**src/rtl/ibuf_deglitch_edge.sv**
```systemverilog
// ---------------------------------------------------------------------------
// ibuf_deglitch_edge
//   Synchronizes an asynchronous pad level (IBUF/IBUFG wrapper output) into
//   clk, rejects pulses shorter than filt_len+1 cycles and produces a clean
//   level, one-cycle rise/fall strobes and a rising-edge event counter.
//
// Parameters
//   SYNC_STAGES  synchronizer flop count (2..4)
//   FILTER_BITS  width of filt_len and the stability counter
//   CNT_WIDTH    width of edge_cnt / glitch_cnt
//   INIT_LEVEL   reset value of the synchronizer chain and dout
//
// Ports
//   clk, rst_n   clock, asynchronous active-low reset
//   din          raw asynchronous pad level
//   en           1 = filter active, 0 = hold dout and suppress strobes
//   filt_len     extra stable cycles required before dout follows
//   cnt_clr      synchronous clear of edge_cnt and glitch_cnt
//   dout         filtered level
//   rise, fall   one-cycle strobes coincident with the dout change
//   edge_cnt     rise count, wraps
//   glitch_cnt   saturating glitch count
//
// Build option
//   IBUF_DEGLITCH_GLITCH_CNT_EN  defined: glitch_cnt is live;
//                                undefined: glitch_cnt is tied to zero.
// ---------------------------------------------------------------------------
module ibuf_deglitch_edge #(
    parameter int unsigned SYNC_STAGES = 2,
    parameter int unsigned FILTER_BITS = 8,
    parameter int unsigned CNT_WIDTH   = 16,
    parameter logic        INIT_LEVEL  = 1'b0
) (
    input  logic                   clk,
    input  logic                   rst_n,
    input  logic                   din,
    input  logic                   en,
    input  logic [FILTER_BITS-1:0] filt_len,
    input  logic                   cnt_clr,
    output logic                   dout,
    output logic                   rise,
    output logic                   fall,
    output logic [CNT_WIDTH-1:0]   edge_cnt,
    output logic [CNT_WIDTH-1:0]   glitch_cnt
);

    logic [SYNC_STAGES-1:0] sync_ff;
    logic                   sync_q;
    logic [FILTER_BITS-1:0] stab_cnt;
    logic [FILTER_BITS-1:0] stab_nxt;
    logic                   dout_nxt;
    logic                   rise_nxt;
    logic                   fall_nxt;
    logic [CNT_WIDTH-1:0]   edge_nxt;

    // Synchronizer runs independently of en.
    always_ff @(posedge clk or negedge rst_n) begin
        if (!rst_n) begin
            sync_ff <= {SYNC_STAGES{INIT_LEVEL}};
        end else begin
            sync_ff <= {sync_ff[SYNC_STAGES-2:0], din};
        end
    end

    assign sync_q = sync_ff[SYNC_STAGES-1];

    // stab_cnt counts the mismatch cycles already seen; the '>=' compare
    // against the live filt_len lets a lowered threshold act immediately.
    always_comb begin
        stab_nxt = '0;
        dout_nxt = dout;
        rise_nxt = 1'b0;
        fall_nxt = 1'b0;
        if (en && (sync_q != dout)) begin
            if (stab_cnt >= filt_len) begin
                dout_nxt = sync_q;
                rise_nxt = sync_q;
                fall_nxt = ~sync_q;
            end else begin
                stab_nxt = stab_cnt + FILTER_BITS'(1);
            end
        end
    end

    // Counter advances together with the registered rise strobe.
    always_comb begin
        edge_nxt = edge_cnt;
        if (cnt_clr) begin
            edge_nxt = '0;
        end else if (rise_nxt) begin
            edge_nxt = edge_cnt + CNT_WIDTH'(1);
        end
    end

    always_ff @(posedge clk or negedge rst_n) begin
        if (!rst_n) begin
            dout     <= INIT_LEVEL;
            rise     <= 1'b0;
            fall     <= 1'b0;
            stab_cnt <= '0;
            edge_cnt <= '0;
        end else begin
            dout     <= dout_nxt;
            rise     <= rise_nxt;
            fall     <= fall_nxt;
            stab_cnt <= stab_nxt;
            edge_cnt <= edge_nxt;
        end
    end

`ifdef IBUF_DEGLITCH_GLITCH_CNT_EN
    // A glitch is the input returning to dout before the threshold was met.
    logic glitch_evt;

    assign glitch_evt = en && (sync_q == dout) && (stab_cnt != '0);

    always_ff @(posedge clk or negedge rst_n) begin
        if (!rst_n) begin
            glitch_cnt <= '0;
        end else if (cnt_clr) begin
            glitch_cnt <= '0;
        end else if (glitch_evt && (glitch_cnt != '1)) begin
            glitch_cnt <= glitch_cnt + CNT_WIDTH'(1);
        end
    end
`else
    assign glitch_cnt = '0;
`endif

endmodule
```
**config.mk**
```make
export PLATFORM = sky130hd
export DESIGN_NAME = ibuf_deglitch_edge
export DESIGN_NICKNAME = d
export VERILOG_FILES = /design/src/rtl/ibuf_deglitch_edge.sv
export SDC_FILE = /design/constraint.sdc
export NUM_CORES = 1
export LEC_CHECK = 0
export ABC_AREA = 1
export CORE_MARGIN = 4
export CORE_UTILIZATION = 40
export DETAILED_ROUTE_END_ITERATION = 6
export PLACE_DENSITY = 0.64
export RECOVER_POWER = 50
export SYNTH_ARGS = -nofsm -noshare
export SYNTH_HDL_FRONTEND = slang
export SYNTH_SLANG_ARGS = --single-unit
export TNS_END_PERCENT = 20
```
**constraint.sdc**
```tcl
create_clock -name clk -period 1.8 [get_ports clk]
set_input_delay 0.27 -clock clk [delete_from_list [all_inputs] [get_ports clk]]
set_output_delay 0.27 -clock clk [all_outputs]
set_load 0.005 [all_outputs]
```
==> run summary, run 1 <==
CTS
---------------------------------------------------------------------------
TritonCTS clock tree                                                  built
Max H-tree Level                                                          2
Clock latency on the worst-skew pair                                0.28 ns
Cell chosen for the clock root                                     clkbuf_8
Reg clk slew, reported paths                                        0.06 ns
Clock buffer count from CTS                                               5
Number of buffers between clock root and the deepest sink                 2
Clock tree sinks                                                         29

CRITICAL PATH
---------------------------------------------------------------------------
CP Data Required Time                                               1.97 ns
Critical Path Start Type                                       primary input
Critical path data arrival time                                     1.87 ns
Critical Path Slowest Stage Cell                               clkdlybuf4s50_1
Capturing element type of the critical path                            flop
Cell with the most instances on the worst path                      nand2_1
Setup CP Type                                                        in2reg
Critical path fanouts, max                                               10
Cells traversed along the worst timing path                    clkdlybuf4s50_1, inv_1, ha_1, nand2_1, o21a_1, nand2_2, nand3_4, buf_12, nand3_1, nand2_1
Biggest cell delay along the critical path                          0.45 ns

FLOORPLANNING
---------------------------------------------------------------------------
Number of top-level design ports                                         48
Core footprint                                                   4720 sq um
Overall die height                                             77.7 microns
Die Footprint                                                    6040 sq um
Initial standard-cell utilization of the core                         41.1%
Die W                                                          77.7 microns
Row count                                                                25

STA
---------------------------------------------------------------------------
Clock skew after layout                                          0.00346 ns
RSZ-0062 raised after global routing                                    yes
Final critical-path share of the clock period                         94.4%
Crit path time final                                                1.70 ns
Final setup viols                                                         0
Minimum setup slack in the final design                            0.101 ns
Max Clock Freq                                                      588 MHz
Final-layout setup total negative slack                                0 ns
Hold Violations, Final                                                    0
Total count of max-transition violations in the final report              0
Worst Tran Pin Value                                               0.724 ns
Slew HR                                                               51.7%

ROUTE
---------------------------------------------------------------------------
Detailed route wirelength on metal3                             240 microns
Number of DRC violations after detailed routing                           0
Wire length on met2                                                 1.69 mm
Top routing layer used                                                 met4
Vias per std cell                                                      4.47
Total number of vias                                                   1612
Wl on met1                                                          1.88 mm
Starting DRC count in detailed routing                                  113
First-pass iteration count of the detailed router                         4
Post-route ant nets                                                       0
Final routed wire length divided by cell count                 10.7 microns
Final WL                                                            3.87 mm

RUN
---------------------------------------------------------------------------
Total of max-cap violations                                               0

PLACE
---------------------------------------------------------------------------
Pre-CTS setup slack                                               -0.279 ns
Placed wire-length estimate                                         2.87 mm
Global placer's final weighted congestion                             0.818
Number of placed instances with taps included                           353
Port Buf Inserts                                                         31

CELLS AND AREA
---------------------------------------------------------------------------
Most used cells in the layout excluding fill and tap cells     nand2_1 (61), inv_1 (29), nor2_1 (29), dfrtp_1 (29), clkdlybuf4s50_1 (29)
Sequential cell area                                              726 sq um
Leading cell type in the layout, fill and taps excluded             nand2_1
Final net count                                                         316
Area of combinational cells with multiple inputs                 1030 sq um
Total inserted antenna cells                                              0
Final Instance Count excl. Fillers                                      361
Area growth from synthesis to final layout                            26.3%
Layout cells sized above 1                                            10.2%
Fill cell total of the finished layout                                  464
Share of the core filled with cells in the final layout               52.0%

PWR
---------------------------------------------------------------------------
Total power                                                         1.52 mW
Pwr per Cell Area                                               621 nW/um^2
Worst voltage drop across the vdd grid                               258 uV
Static power due to leakage                                         1.24 nW

SYNTH
---------------------------------------------------------------------------
Synth async-reset ratio                                                100%
Flip-flop and latch count after synthesis                                29
Most used flip-flop cell after synthesis                            dfrtp_1
Number of instances in the synthesized netlist                          254
Count of synthesis-stage warnings from yosys                              0
Avg Inst Size Synth                                              7.65 sq um
Count of flip-flops with a built-in enable after synthesis                0
Netlist area before placement                                    1940 sq um
Fraction of the yosys area taken by sequential cells                  37.3%
Yosys cell types                                                         31

GLOBAL ROUTING
---------------------------------------------------------------------------
First-pass GRT wire length                                          6.67 mm
Total congestion overflow after global routing                            0
Initial antenna violation count                                           0
Largest net degree at the start of global routing                        30
Number of global-route vias before repair                              1454
Total routing resource utilization after global routing               13.9%

OUTCOME
---------------------------------------------------------------------------
Outcome                                                        finished, final reports clean

MIN PATH
---------------------------------------------------------------------------
Hold Path Class                                                     reg2reg

## worst max-delay path: cells and delay by family
kind / cells / cell delay, ns
compound gates: 1 / 0.21
fa+ha+maj: 1 / 0.28
buf+inv: 3 / 0.67
simple gates: 5 / 0.44
## layout make-up
type / instances / area share, %
Clock buffer: 7 / 3.52
Sequential cell: 29 / 29.6
Timing Repair Buffer: 38 / 15.7
Inverter: 31 / 4.74
Clock inverter: 1 / 1.22
Multi-Input combinational cell: 188 / 41.8
Tap cell: 67 / 3.41
## per-layer routing
metal | vias up | track usage [%]
met3 | 7 | 4.29
met1 | 721 | 19.3
li1 | 831 | -
met5 | - | 0
met4 | 0 | 5.16
met2 | 53 | 20.4
## cells in the mapped netlist (2+ instances only)
cell type   n  area (sq um)
a21oi_1     2          10.0
buf_2       2          10.0
buf_4      16           120
clkbuf_1    2          7.51
clkinv_1    2          7.51
dfrtp_1    29           726
ha_1       10           125
inv_1      29           109
nand2_1    64           240
nand2_2     3          18.8
nand2_4     2          22.5
nand3_1    26           130
nor2_1     30           113
nor2_4      3          33.8
nor3_1      7          35.0
xnor2_1     3          26.3
xor2_1     10          87.6
## path summary, 6_finish.rpt
| check | start | to | slack [ns] | cells past startpoint |
|---|---|---|---|---|
| max reg2reg | stab_cnt[7]$_DFF_PN0_ | edge_cnt[11]$_DFFE_PN0P_ | 0.18 | 8 |
| max in group asynchronous | rst_n | stab_cnt[1]$_DFF_PN0_ | 0.77 | 2 |
| min in group asynchronous | rst_n | edge_cnt[0]$_DFFE_PN0P_ | 0.57 | 2 |
| min reg2reg | sync_ff[0]$_DFF_PN0_ | sync_ff[1]$_DFF_PN0_ | 0.35 | 0 |
| min | sync_ff[0]$_DFF_PN0_ | sync_ff[1]$_DFF_PN0_ | 0.35 | 0 |
| max | filt_len[7] | edge_cnt[11]$_DFFE_PN0P_ | 0.10 | 10 |
## logic make-up after synthesis
kind of cell / Yosys count / synth area share, %
simple gates: 142 / 34.4
buf+inv: 52 / 13.7
flops: 29 / 37.3
xor+xnor: 13 / 5.86
fa+ha+maj: 10 / 6.44
compound gates: 7 / 2.12
other cells: 1 / 0.193
## metrics by stage
stage	area, sq um	hold WS [ns]
after floorplan	2000	-0.0256
after global placement	2320	0.332
after detailed placement	2320	0.340
after CTS	2440	0.354
after global routing	2450	0.367
final	2450	0.352
## what timing repair did
| action | CTS | global route |
|---|---|---|
| setup endpoints to repair | 0 | 23 |
| buffers inserted | 0 | 0 |
| hold buffers | 0 | 0 |
| resized for setup | 0 | 5 |
## state kept, by name, summed over array words and instances, names as in the netlist
signal and count:
dout 1, edge_cnt 16, sync_ff 2, stab_cnt 8, rise 1, fall 1
## power breakdown
part           switching, mW  internal [mW]
Combinational         0.0824         0.0655
Sequential            0.0162          0.666
Clock                  0.244          0.451
No activity file was read; power rests on OpenSTA's default activity.
==> run 2: changes to the inputs <==
--- a/config.mk
+++ b/config.mk
@@ -7,9 +7,9 @@
 export LEC_CHECK = 0
 export ABC_AREA = 1
 export CORE_MARGIN = 4
-export CORE_UTILIZATION = 40
+export CORE_UTILIZATION = 45
 export DETAILED_ROUTE_END_ITERATION = 6
-export PLACE_DENSITY = 0.64
+export PLACE_DENSITY = 0.74
 export RECOVER_POWER = 50
 export SYNTH_ARGS = -nofsm -noshare
 export SYNTH_HDL_FRONTEND = slang
==> constraint.sdc (replaced) <==
create_clock -name clk -period 1.5 [get_ports clk]
set_input_delay 0.225 -clock clk [delete_from_list [all_inputs] [get_ports clk]]
set_output_delay 0.225 -clock clk [all_outputs]
set_load 0.005 [all_outputs]
==> run summary, run 2 (synthesized netlist as in run 1, its figures left out) <==
CRITICAL PATH
---------------------------------------------------------------------------
Capturing element type of the critical path                            flop
Source of the critical timing path                              filt_len[7]
Critical Path Start Type                                       primary input
CP endpoint                                                    edge_cnt[7]$_DFFE_PN0P_
Worst r2r src                                                  stab_cnt[1]$_DFF_PN0_
Worst reg-to-reg setup slack                                       -0.14 ns
Reg2Reg Depth                                                            11
Critical path data arrival time                                     1.82 ns
Worst reg2reg path endpoint                                    edge_cnt[7]$_DFFE_PN0P_
CP Data Required Time                                               1.67 ns
Setup CP Type                                                        in2reg
Critical path fanouts, max                                                7

PWR
---------------------------------------------------------------------------
Static power due to leakage                                         1.43 nW
Worst voltage drop across the vdd grid                               457 uV
Pwr per Cell Area                                               699 nW/um^2
Total power                                                         1.89 mW

STA
---------------------------------------------------------------------------
Final critical-path share of the clock period                          110%
Max Clock Freq                                                      606 MHz
Slew HR                                                               51.7%
Hold Violations, Final                                                    0
Final-layout setup total negative slack                            -2.39 ns
Total count of max-transition violations in the final report              0
Minimum setup slack in the final design                           -0.151 ns
Clock skew after layout                                          0.00567 ns
RSZ-0062 raised after global routing                                    yes
Worst Tran Pin Value                                               0.724 ns
Final setup viols                                                        26
Crit path time final                                                1.65 ns

ROUTE
---------------------------------------------------------------------------
Post-route ant nets                                                       0
Vias per std cell                                                      4.75
Final routed wire length divided by cell count                 12.5 microns
Final WL                                                            4.44 mm
First-pass iteration count of the detailed router                         4
Number of DRC violations after detailed routing                           0
Starting DRC count in detailed routing                                  105
Total number of vias                                                   1690

CELLS AND AREA
---------------------------------------------------------------------------
Final net count                                                         328
Post-route cell area                                             2700 sq um
Most used cells in the layout excluding fill and tap cells     nand2_1 (56), nor2_1 (29), inv_1 (24)
Largest registers                                              edge_cnt (16), stab_cnt (8), sync_ff (2)
Leading cell type in the layout, fill and taps excluded             nand2_1
Share of the core filled with cells in the final layout               66.1%
Total inserted antenna cells                                              0
Largest register FFs                                                     16
Biggest register                                                   edge_cnt
Layout cells sized above 1                                            26.5%
Area growth from synthesis to final layout                            39.0%

CTS
---------------------------------------------------------------------------
Max H-tree Level                                                          2
Clock latency on the worst-skew pair                                0.28 ns
Reg clk slew, reported paths                                        0.07 ns
Setup fix buffers added after clock tree synthesis                        0
Number of buffers between clock root and the deepest sink                 2
Cell chosen for the clock root                                     clkbuf_8
TritonCTS clock tree                                                  built
Clock tree sinks                                                         29
Hold buffers post-CTS                                                     0
Clock buffer count from CTS                                               5

MIN PATH
---------------------------------------------------------------------------
Hold Path Class                                                     reg2reg

FLOORPLANNING
---------------------------------------------------------------------------
Die Footprint                                                    5430 sq um
Number of top-level design ports                                         48
Die W                                                          73.7 microns
Initial standard-cell utilization of the core                         47.6%
Overall die height                                             73.7 microns
Core footprint                                                   4090 sq um
Row count                                                                23

GLOBAL ROUTING
---------------------------------------------------------------------------
Number of global-route vias before repair                              1609
Largest net degree at the start of global routing                        30
Met2 global-route usage                                               28.0%
Initial antenna violation count                                           0
Global-route track usage on met1                                      22.9%
First-pass GRT wire length                                          7.29 mm
GR Util met3                                                          2.87%
Total routing resource utilization after global routing               17.4%
Most crowded layer after global routing                                met2
Total congestion overflow after global routing                            0

OUTCOME
---------------------------------------------------------------------------
Outcome                                                        finished, violations left
Violated checks                                                setup timing

PLACE
---------------------------------------------------------------------------
Placed wire-length estimate                                         3.01 mm
Global placer's final weighted congestion                             0.861
Port Buf Inserts                                                         31
Pre-CTS setup slack                                               -0.530 ns
Placed standard-cell area                                        2370 sq um

RUN
---------------------------------------------------------------------------
Total of max-cap violations                                               0

==> run 2: worst min path at each step <==
stage	endpoint	depth (start not counted)	from	slack [ns]
detailed placement	sync_ff[1]$_DFF_PN0_	0	sync_ff[0]$_DFF_PN0_	0.35
global placement	sync_ff[1]$_DFF_PN0_	0	sync_ff[0]$_DFF_PN0_	0.34
global route	sync_ff[1]$_DFF_PN0_	0	sync_ff[0]$_DFF_PN0_	0.38
finish	sync_ff[1]$_DFF_PN0_	0	sync_ff[0]$_DFF_PN0_	0.36
floorplan	dout$_DFFE_PN0P_	0	rst_n	-0.07
CTS	rise$_DFF_PN0_	2	rst_n	0.33
==> run 2: routing by layer <==
layer	wire, microns	part of all wire, %
met5	0	0
met4	53	1.2
met3	254	5.7
met2	2210	50
met1	1920	43
==> run 2: worst max-delay path, stage by stage <==
cell,delay [ns]
clkdlybuf4s50_1,0.47
inv_2,0.04
ha_4,0.26
nand2_2,0.06
o21a_1,0.18
nand2_2,0.10
nand3_4,0.16
buf_6,0.20
nand3_2,0.06
nand2_2,0.06
==> run 2: layout make-up <==
type                            count  area, sq um
Clock buffer                        6         82.6
Clock inverter                      2         37.5
Fill cell                         337         1390
Inverter                           31          116
Multi-Input combinational cell    189         1180
Sequential cell                    29          738
Tap cell                           50         62.6
Timing Repair Buffer               49          487
==> run 2: timing repair <==
item | CTS | global route
setup endpoints to repair | 31 | 33
cloned | 1 | 0
resized for setup | 23 | 33
pin swaps | 22 | 15
==> run 2: metrics by stage <==
step,hold slack [ns],std cells
final,0.361,356
after floorplan,-0.0706,269
after detailed placement,0.348,347
after CTS,0.331,356
after global routing,0.379,356
after global placement,0.335,347
==> run 2: where the power goes <==
part	switching, mW	internal [mW]	total (mW)	leakage (nW)
clock	0.312	0.540	0.852	0.0574
combinational	0.123	0.0992	0.222	0.992
sequential	0.0141	0.798	0.812	0.380
==> run 3: changes to the inputs <==
--- a/config.mk
+++ b/config.mk
@@ -9,6 +9,7 @@
 export CORE_MARGIN = 4
 export CORE_UTILIZATION = 45
 export DETAILED_ROUTE_END_ITERATION = 6
+export HOLD_SLACK_MARGIN = 0.02
 export PLACE_DENSITY = 0.74
 export RECOVER_POWER = 50
 export SYNTH_ARGS = -nofsm -noshare
==> results of run 3 <==
Same layout as run 2: the final DEF is identical, and so are final timing and power.
